===== config.mk =====
export PLATFORM = sky130hd
export DESIGN_NAME = sound_player
export DESIGN_NICKNAME = d
export VERILOG_FILES = /design/src/rtl/sound_player_pkg.sv /design/src/rtl/sound_player_tone_divider.sv /design/src/rtl/sound_player.sv
export SDC_FILE = /design/constraint.sdc
export NUM_CORES = 1
export LEC_CHECK = 0
export CORE_ASPECT_RATIO = 1.25
export CORE_MARGIN = 2
export CORE_UTILIZATION = 30
export CTS_CLUSTER_DIAMETER = 40
export DETAILED_ROUTE_END_ITERATION = 7
export PLACE_DENSITY = 0.44
export SKIP_LAST_GASP = 1
export SLEW_MARGIN = 20
export SYNTH_ARGS = -nofsm -noshare
export SYNTH_HDL_FRONTEND = slang
export SYNTH_HIERARCHICAL = 1
export SYNTH_SLANG_ARGS = --single-unit

===== constraint.sdc =====
create_clock -name clk -period 4 [get_ports clk]
set_input_delay 0.8 -clock clk [delete_from_list [all_inputs] [get_ports clk]]
set_output_delay 0.8 -clock clk [all_outputs]
set_load 0.05 [all_outputs]

===== src/rtl/sound_player_pkg.sv =====
// sound_player_pkg: shared mode, sound-class and player-state types for the sound player.
package sound_player_pkg;

    typedef enum logic { OFF = 1'b0, ON = 1'b1 } MODE_TYPES;

    // Numeric value doubles as priority.
    typedef enum logic [1:0] {
        SND_NONE = 2'd0,
        SND_MOVE = 2'd1,
        SND_GOOD = 2'd2,
        SND_BAD  = 2'd3
    } SOUND_TYPES;

    typedef enum logic { IDLE = 1'b0, PLAY = 1'b1 } PLAYER_STATE;

    function automatic int imax(input int a, input int b);
        return (a > b) ? a : b;
    endfunction

endpackage


===== src/rtl/sound_player_tone_divider.sv =====
// tone_divider: square wave toggling every half_i cycles; clear_i restarts it high.
module tone_divider #(
    parameter int W = 8
) (
    input  logic         clk,
    input  logic         nRst,
    input  logic         clear_i,
    input  logic         enable_i,
    input  logic [W-1:0] half_i,
    output logic         wave_o
);

    logic [W-1:0] cnt_q;
    logic         wave_q;

    always_ff @(posedge clk or negedge nRst) begin
        if (!nRst) begin
            cnt_q  <= '0;
            wave_q <= 1'b0;
        end else if (clear_i) begin
            cnt_q  <= '0;
            wave_q <= 1'b1;
        end else if (enable_i) begin
            cnt_q  <= (cnt_q == half_i - W'(1)) ? '0 : cnt_q + W'(1);
            wave_q <= (cnt_q == half_i - W'(1)) ? ~wave_q : wave_q;
        end
    end

    assign wave_o = wave_q;

endmodule


===== src/rtl/sound_player.sv =====
// sound_player: turns aligned sound requests into prioritised, timed square-wave tones.
module sound_player
    import sound_player_pkg::*;
#(
    parameter int TICK_DIV   = 10000,
    parameter int GOOD_HALF  = 4545,
    parameter int BAD_HALF   = 22727,
    parameter int MOVE_HALF  = 8000,
    parameter int GOOD_TICKS = 100,
    parameter int BAD_TICKS  = 300,
    parameter int MOVE_TICKS = 20
) (
    input  logic       clk,
    input  logic       nRst,
    input  logic       playSound,
    input  logic       goodColl,
    input  logic       badColl,
    input  logic [3:0] direction,
    input  MODE_TYPES  mode_i,
    output logic       speaker,
    output logic       busy,
    output SOUND_TYPES sound_o
);

    localparam int CW = $clog2(imax(imax(imax(TICK_DIV, GOOD_HALF), imax(BAD_HALF, MOVE_HALF)),
                                    imax(imax(GOOD_TICKS, BAD_TICKS), MOVE_TICKS))) + 1;

    SOUND_TYPES  class_d, class_q, sound_q;
    PLAYER_STATE state_q;
    logic        play_q, start, wrap, wave;
    logic [CW-1:0] tick_q, rem_q, half, ticks;

    always_comb begin
        class_d = badColl ? SND_BAD : goodColl ? SND_GOOD : (|direction) ? SND_MOVE : SND_NONE;
        // Rising edge from idle, or a strictly higher-priority sound preempting playback.
        start   = mode_i == ON && playSound && class_q != SND_NONE &&
                  ((state_q == IDLE && !play_q) || (state_q == PLAY && class_q > sound_q));
        wrap    = tick_q == CW'(TICK_DIV - 1);
        half    = sound_q == SND_BAD ? CW'(BAD_HALF) : sound_q == SND_GOOD ? CW'(GOOD_HALF) : CW'(MOVE_HALF);
        ticks   = class_q == SND_BAD ? CW'(BAD_TICKS) : class_q == SND_GOOD ? CW'(GOOD_TICKS) : CW'(MOVE_TICKS);
    end

    always_ff @(posedge clk or negedge nRst) begin
        if (!nRst) begin
            class_q <= SND_NONE;
            play_q  <= 1'b0;
            state_q <= IDLE;
            sound_q <= SND_NONE;
            tick_q  <= '0;
            rem_q   <= '0;
        end else begin
            class_q <= class_d;
            play_q  <= playSound;
            if (mode_i == OFF) begin
                state_q <= IDLE;
                sound_q <= SND_NONE;
                tick_q  <= '0;
                rem_q   <= '0;
            end else if (start) begin
                state_q <= PLAY;
                sound_q <= class_q;
                tick_q  <= '0;
                rem_q   <= ticks;
            end else if (state_q == PLAY) begin
                tick_q <= wrap ? '0 : tick_q + CW'(1);
                rem_q  <= wrap ? rem_q - CW'(1) : rem_q;
                if (wrap && rem_q == CW'(1)) begin
                    state_q <= IDLE;
                    sound_q <= SND_NONE;
                end
            end
        end
    end

    tone_divider #(.W(CW)) u_tone (
        .clk      (clk),
        .nRst     (nRst),
        .clear_i  (start),
        .enable_i (state_q == PLAY),
        .half_i   (half),
        .wave_o   (wave)
    );

    assign busy    = state_q == PLAY;
    assign speaker = wave & busy;
    assign sound_o = sound_q;

endmodule


==> run_results.csv, run 1 <==
group,metric,value,unit
status,status,"complete, no violations",
timing,hold_violations,0,
route,ant_nets,0,
timing,fmax,329,MHz
route,drt-vias-per-instance,4.93,
clocking,cts_tree,"yes",
clocking,cts_max_level,2,
place,place_area,0.00411,mm²
power_and_ir_drop,peakVddDrop,149,µV
clocking,cts-root-buf,"clkbuf_16",
final_layout,final_cells,612,
place,place_congestion,0.831,
global_route,grt-ovfl-total,0,
flow_run,drv_cap,0,
synthesis,syn_area,0.00370,mm²
worst_setup_path,worstPathCellList,"ha_1 > and3_1 > a21o_1 > or3_1 > inv_2 > o21a_1 > nand3_1 > nor2_1 > nand4_1 > xor2_1 > nor2_1",
die,pin_count,14,
place,dp_hpwl,6560,µm
route,dr.pass1.iters,4,
global_route,antenna_found_initial,0,
global_route,grt_pass1_wl,15000,µm
route,num_vias,3015,
synthesis,synth_largest_area_cell,"dfrtp_1",
clocking,cts-resized-gates,0,
synthesis,yosysTopAreaCellShare,37.1,%
die,start_util,30.6,%
timing,finalSetupTns,0,ns
synthesis,ys_types,68,
power_and_ir_drop,power.density,343,mW/mm²
route,routed_wl,8840,µm
synthesis,synthTopCellsByCount,"dfrtp_1, nor2_1, xnor2_1, xor2_1, nand3_1",
die,design.core.area,0.0121,mm²
route,drtIter0Drc,86,
timing,final-setup-viol-count,0,
worst_setup_path,path_class,"reg -> reg",
synthesis,ys.warnings.count,6,
min_path,hold_class,"in -> async",
worst_setup_path,cp-start-kind,"flop",
global_route,grt_pass1_vias,2997,
worst_setup_path,max_stage_delay,0.49,ns
synthesis,yosysMostFrequentCell,"dfrtp_1",
final_layout,post-route-util,35.4,%
synthesis,synth_edf_count,0,
clocking,cts_buffer_depth,2,
die,rows,45,
clocking,clkSinkCount,55,
worst_setup_path,end_kind,"flop",
timing,post-route-min-period,3.04,ns
clocking,post_cts_buffers,0,
timing,final_max_slew_viol_count,0,
worst_setup_path,crit_fanout,13,
final_layout,nNetsFinal,464,
place,port-buffer-count,13,
route,wire_per_inst,14.4,µm
worst_setup_path,cp.arrival,3.22,ns
worst_setup_path,worstPathRequired,4.17,ns
route,route.detailed.drc,0,
die,die_height,128,µm
timing,max_slew_margin,51.1,%
timing,min_period_over_period,76.1,%
synthesis,synth_area_leaders,"dfrtp_1, xnor2_1, xor2_1, nor2_1, nand4_1",
synthesis,ys.flop_type,"dfrtp_1",
clocking,cts_made_buffers,5,
worst_setup_path,critPathMostFrequentCell,"nor2_1",
timing,worst_pin_slew,0.733,ns
synthesis,netlist_instances,411,
clocking,path_clk_slew,0.07,ns
final_layout,final_cell_area,0.00428,mm²
timing,rsz0062_at_grt,"no",
clocking,postCtsHoldBufs,0,
synthesis,ys_seq_area_share,37.1,%
final_layout,drive_gt1_share,10.3,%
synthesis,ys_ff_latch,55,
final_layout,fillers,1261,
final_layout,area_delta_synth_final,15.6,%
final_layout,n_antenna_cell,0,
clocking,worst_skew_pair.late_latency,0.30,ns
die,die_w,103,µm
place,dpl.cell_count,604,
global_route,grt_usage,14.4,%
synthesis,async_flop_share,100,%
die,dieArea,0.0133,mm²
synthesis,avgSynthCellArea,9.01,µm²
global_route,grt_max_degree,32,
timing,fin_skew,0.00494,ns
power_and_ir_drop,leakage,1.77,nW
worst_setup_path,cp_slowest_cell,"or3_1",
==> cells in the final DEF, fill, tap and decap left out, types with 7 or more instances in the layout <==
master | synthesis | layout
dfrtp_1 | 55 | 55
nor2_1 | 53 | 53
xnor2_1 | 30 | 30
conb_1 | 2 | 27
xor2_1 | 26 | 26
nand3_1 | 22 | 22
nand2_1 | 20 | 20
inv_1 | 18 | 18
nor4_1 | 18 | 18
nand4_1 | 18 | 18
clkdlybuf4s50_1 | 0 | 12
a21oi_1 | 10 | 10
nor3_1 | 10 | 10
and3_1 | 7 | 7
o21ai_0 | 7 | 7
ha_1 | 7 | 7
buf_4 | 0 | 7
==> per-stage QoR <==
stage	power (mW)	worst slack, ns	hold slack [ns]
3_3_place_gp	0.961	0.711	0.535
6_report	1.47	0.957	0.549
4_1_cts	1.49	0.905	0.555
5_1_grt	1.56	0.640	0.575
3_5_place_dp	0.963	0.647	0.538
2_1_floorplan	0.867	0.731	0.486
==> registers in the layout, summed over array words and instances, names as in the netlist <==
name,flops
class_q,2
play_q,1
rem_q,16
busy,1
tick_q,16
sound_o,2
u_tone/wave_o,1
u_tone/cnt_q,16
==> final timing paths <==
| path | start | endpoint | slack, ns | cells past startpoint |
|---|---|---|---|---|
| worst min-delay path | nRst | tick_q[2] | 0.55 | 1 |
| worst max register to register | class_q[1] | u_tone/cnt_q[15] | 0.96 | 11 |
| worst max-delay path | class_q[1] | u_tone/cnt_q[15] | 0.96 | 11 |
| max in group asynchronous | nRst | u_tone/cnt_q[3] | 2.63 | 2 |
| worst min register to register | rem_q[15] | rem_q[15] | 0.55 | 2 |
| min in group clk | rem_q[15] | rem_q[15] | 0.55 | 2 |
==> layer usage <==
metal	global-route usage, %	vias to the layer above	wire (µm)
li1	-	1532	-
met1	18.6	1445	3980
met2	24.3	27	4470
met3	2.07	11	190
met4	5.11	0	199
met5	0	-	0
==> logic make-up after synthesis <==
| kind of cell | count (synthesis) | synth area share, % |
|---|---|---|
| AND/OR/NAND/NOR | 199 | 30.7 |
| adder cells (fa/ha/maj) | 7 | 2.36 |
| flip-flops | 55 | 37.1 |
| AO/OA/AOI/OAI | 56 | 12.2 |
| multiplexers | 1 | 0.270 |
| other | 2 | 0.203 |
| buffers and inverters | 35 | 3.88 |
| XOR/XNOR | 56 | 13.2 |
==> report_power, final <==
part	switching (mW)	internal (mW)	leakage, nW
registers	0.0464	0.588	0.738
clock network	0.210	0.312	0.0868
logic	0.179	0.134	0.944
==> layout make-up <==
cell class                 instances  area, µm²  share of cell area [%]
multi-input combinational        346       2280                    53.2
sequential                        55       1380                    32.1
tap                              164        205                    4.79
timing repair buffer              20        178                    4.15
clock buffer                       6        139                    3.24
inverter                          19       71.3                    1.67
clock inverter                     2       35.0                   0.818
==> critical path: cells and delay by family, from the launching register on <==
kind	cells	cell delay, ns
AO/OA/AOI/OAI	2	0.39
buffers and inverters	1	0.22
flip-flops	1	0.46
XOR/XNOR	1	0.15
adder cells (fa/ha/maj)	1	0.32
AND/OR/NAND/NOR	6	1.38
(Power assumes the default switching activity.)
==> run 2: changes to the inputs <==
PLACE_DENSITY = 0.46   (was 0.44)
clock period = 2.75 ns   (was 4 ns; I/O delays follow)
==> run 2 against run 1 <==
Critical path depth is 1 lower. Design area is 2.7% higher. Die area stayed put. Utilization is 0.94 points higher. Register-to-register slack worse by 0.75 ns. First-iteration DRC count is 37% lower. Final cell count is 1.3% higher. Combinational power is 53% higher. Worst hold slack worse by 0.24 ns. Clock-buffer cell count is 1 lower. Sequential share of layout area is 0.78 points lower. Sequential power is 46% higher. Largest cell class unchanged.
==> run_results.csv, run 2 (same netlist as run 1, synthesis figures left out) <==
group,metric,value,unit
route,wire_per_inst,14.6,µm
final_layout,nNetsFinal,472,
worst_setup_path,end_kind,"flop",
worst_setup_path,crit_path_end,"u_tone/cnt_q[6]",
route,dr.pass1.iters,5,
worst_setup_path,crit-reg2reg-launch,"sound_o[0]",
route,num_vias,3067,
worst_setup_path,rr_worst_depth,10,
route,routed_wl,9030,µm
route,ant_nets,0,
die,pin_count,14,
die,die_w,103,µm
power_and_ir_drop,power.density,468,mW/mm²
clocking,cts-root-buf,"clkbuf_16",
timing,fin_skew,0.00594,ns
clocking,cts_tree,"yes",
worst_setup_path,crit_buf_inv,2,
min_path,hold_class,"in -> async",
place,place_congestion,0.803,
timing,max_slew_margin,49.6,%
clocking,cts_max_level,2,
global_route,antenna_found_initial,0,
global_route,grt_max_degree,33,
route,drtIter0Drc,54,
final_layout,mostFrequentLayoutCell,"dfrtp_1",
worst_setup_path,worst-path-stages,10,
timing,rsz0062_at_grt,"no",
die,die_height,128,µm
worst_setup_path,worstReg2RegEnd,"u_tone/cnt_q[6]",
clocking,cts_buffer_depth,2,
die,design.core.area,0.0121,mm²
die,dieArea,0.0133,mm²
worst_setup_path,cp-start-kind,"flop",
final_layout,final_cell_mix,"dfrtp_1, nor2_1, xnor2_1",
worst_setup_path,worst_path_dominant_cell_family,"compound AO/OA/AOI/OAI gates",
place,port-buffer-count,13,
power_and_ir_drop,peakVddDrop,255,µV
global_route,grt_pass1_vias,3151,
global_route,grt_usage,14.8,%
final_layout,final_cells,620,
timing,final-setup-viol-count,0,
power_and_ir_drop,leakage,1.79,nW
timing,hold_violations,0,
timing,worst_pin_slew,0.756,ns
clocking,path_clk_slew,0.08,ns
final_layout,drive_gt1_share,14.5,%
die,rows,45,
route,drt-vias-per-instance,4.95,
clocking,clkSinkCount,55,
route,route.detailed.drc,0,
worst_setup_path,cp.arrival,2.73,ns
timing,finalSetupTns,0,ns
global_route,grt-ovfl-total,0,
timing,post-route-min-period,2.55,ns
worst_setup_path,crit_fanout,13,
timing,holdWs,0.312,ns
timing,fmax,392,MHz
worst_setup_path,path_class,"reg -> reg",
status,status,"complete, no violations",
worst_setup_path,startpoint,"sound_o[0]",
flow_run,drv_cap,0,
worst_setup_path,max_stage_delay,0.52,ns
worst_setup_path,worstPathCellList,"nand2_2 > inv_2 > or4_4 > a2111oi_1 > o21ai_0 > a211oi_2 > nand4_4 > o21bai_4 > buf_12 > nor2_1",
global_route,grt_pass1_wl,15400,µm
clocking,cts_made_buffers,5,
clocking,worst_skew_pair.late_latency,0.30,ns
worst_setup_path,worstPathRequired,2.94,ns
final_layout,n_antenna_cell,0,
timing,min_period_over_period,92.7,%
place,dpl.cell_count,611,
timing,final_max_slew_viol_count,0,
final_layout,area_delta_synth_final,18.7,%
worst_setup_path,cp_slowest_cell,"or4_4",
final_layout,reg_top3,"rem_q x16, tick_q x16, u_tone/cnt_q x16",
die,start_util,30.6,%
worst_setup_path,reg2reg_slack,0.20,ns
place,dp_hpwl,6700,µm
## run 2: cell count changes in the layout (fill, tap and decap cells not counted), moves of 2 or more
cell	change
nor2_1	-2
nor2_4	+2
dfrtp_2	+2
clkinvlp_4	+2
dfrtp_1	-2
buf_12	+2
nand3_1	-2
nand3_2	+2
inv_1	-2
buf_4	+6
## run 2: repair_timing
| action | in CTS | in global routing |
|---|---|---|
| resized for setup | 0 | 2 |
| setup buffers | 0 | 1 |
| hold buffers | 0 | 0 |
| setup endpoints to repair | 0 | 17 |
## run 2: per-stage QoR
step / power [mW] / instance area, µm² / worst slack, ns / utilization [%]
2_1_floorplan: 1.28 / 3860 / 0.00794 / -
3_3_place_gp: 1.42 / 4220 / 0.144 / 34.9
3_5_place_dp: 1.42 / 4220 / 0.101 / 34.9
4_1_cts: 2.09 / 4370 / 0.0735 / 36.1
5_1_grt: 2.19 / 4400 / 0.0446 / 36.3
6_report: 2.06 / 4400 / 0.202 / 36.3
## run 2: worst register-to-register path: cells and delay by family, from the launching register on
kind                   cells  cell delay [ns]
AO/OA/AOI/OAI              4             0.98
buffers and inverters      2             0.19
flip-flops                 1             0.44
AND/OR/NAND/NOR            4             0.84
## run 2: how the worst min path moves through the flow
stage,cells after the start,slack [ns],end
finish,1,0.31,tick_q[2]
CTS,1,0.36,busy
global placement,1,0.53,rem_q[4]
global route,1,0.39,tick_q[9]
floorplan,0,0.25,busy
detailed placement,1,0.53,rem_q[4]
## run 2: layout make-up
type                    count  area (µm²)
fillers                  1246        7710
multi-input cells         346        2330
flip-flops and latches     55        1380
repair buffers             28         263
well taps                 164         205
clock buffers               5         125
inverters                  19        73.8
clock inverters             3        20.0
## run 2: metal layers
metal	part of all wire (%)	vias up	GRT usage (%)
met3	1.9	10	2.07
met4	1.4	0	4.33
met5	0	-	0
li1	-	1537	-
met1	43	1491	17.4
met2	53	29	27.2
## run 2: power by group
| part | internal (mW) | switching, mW |
|---|---|---|
| Clock | 0.337 | 0.312 |
| Sequential | 0.856 | 0.0728 |
| Combinational | 0.210 | 0.268 |
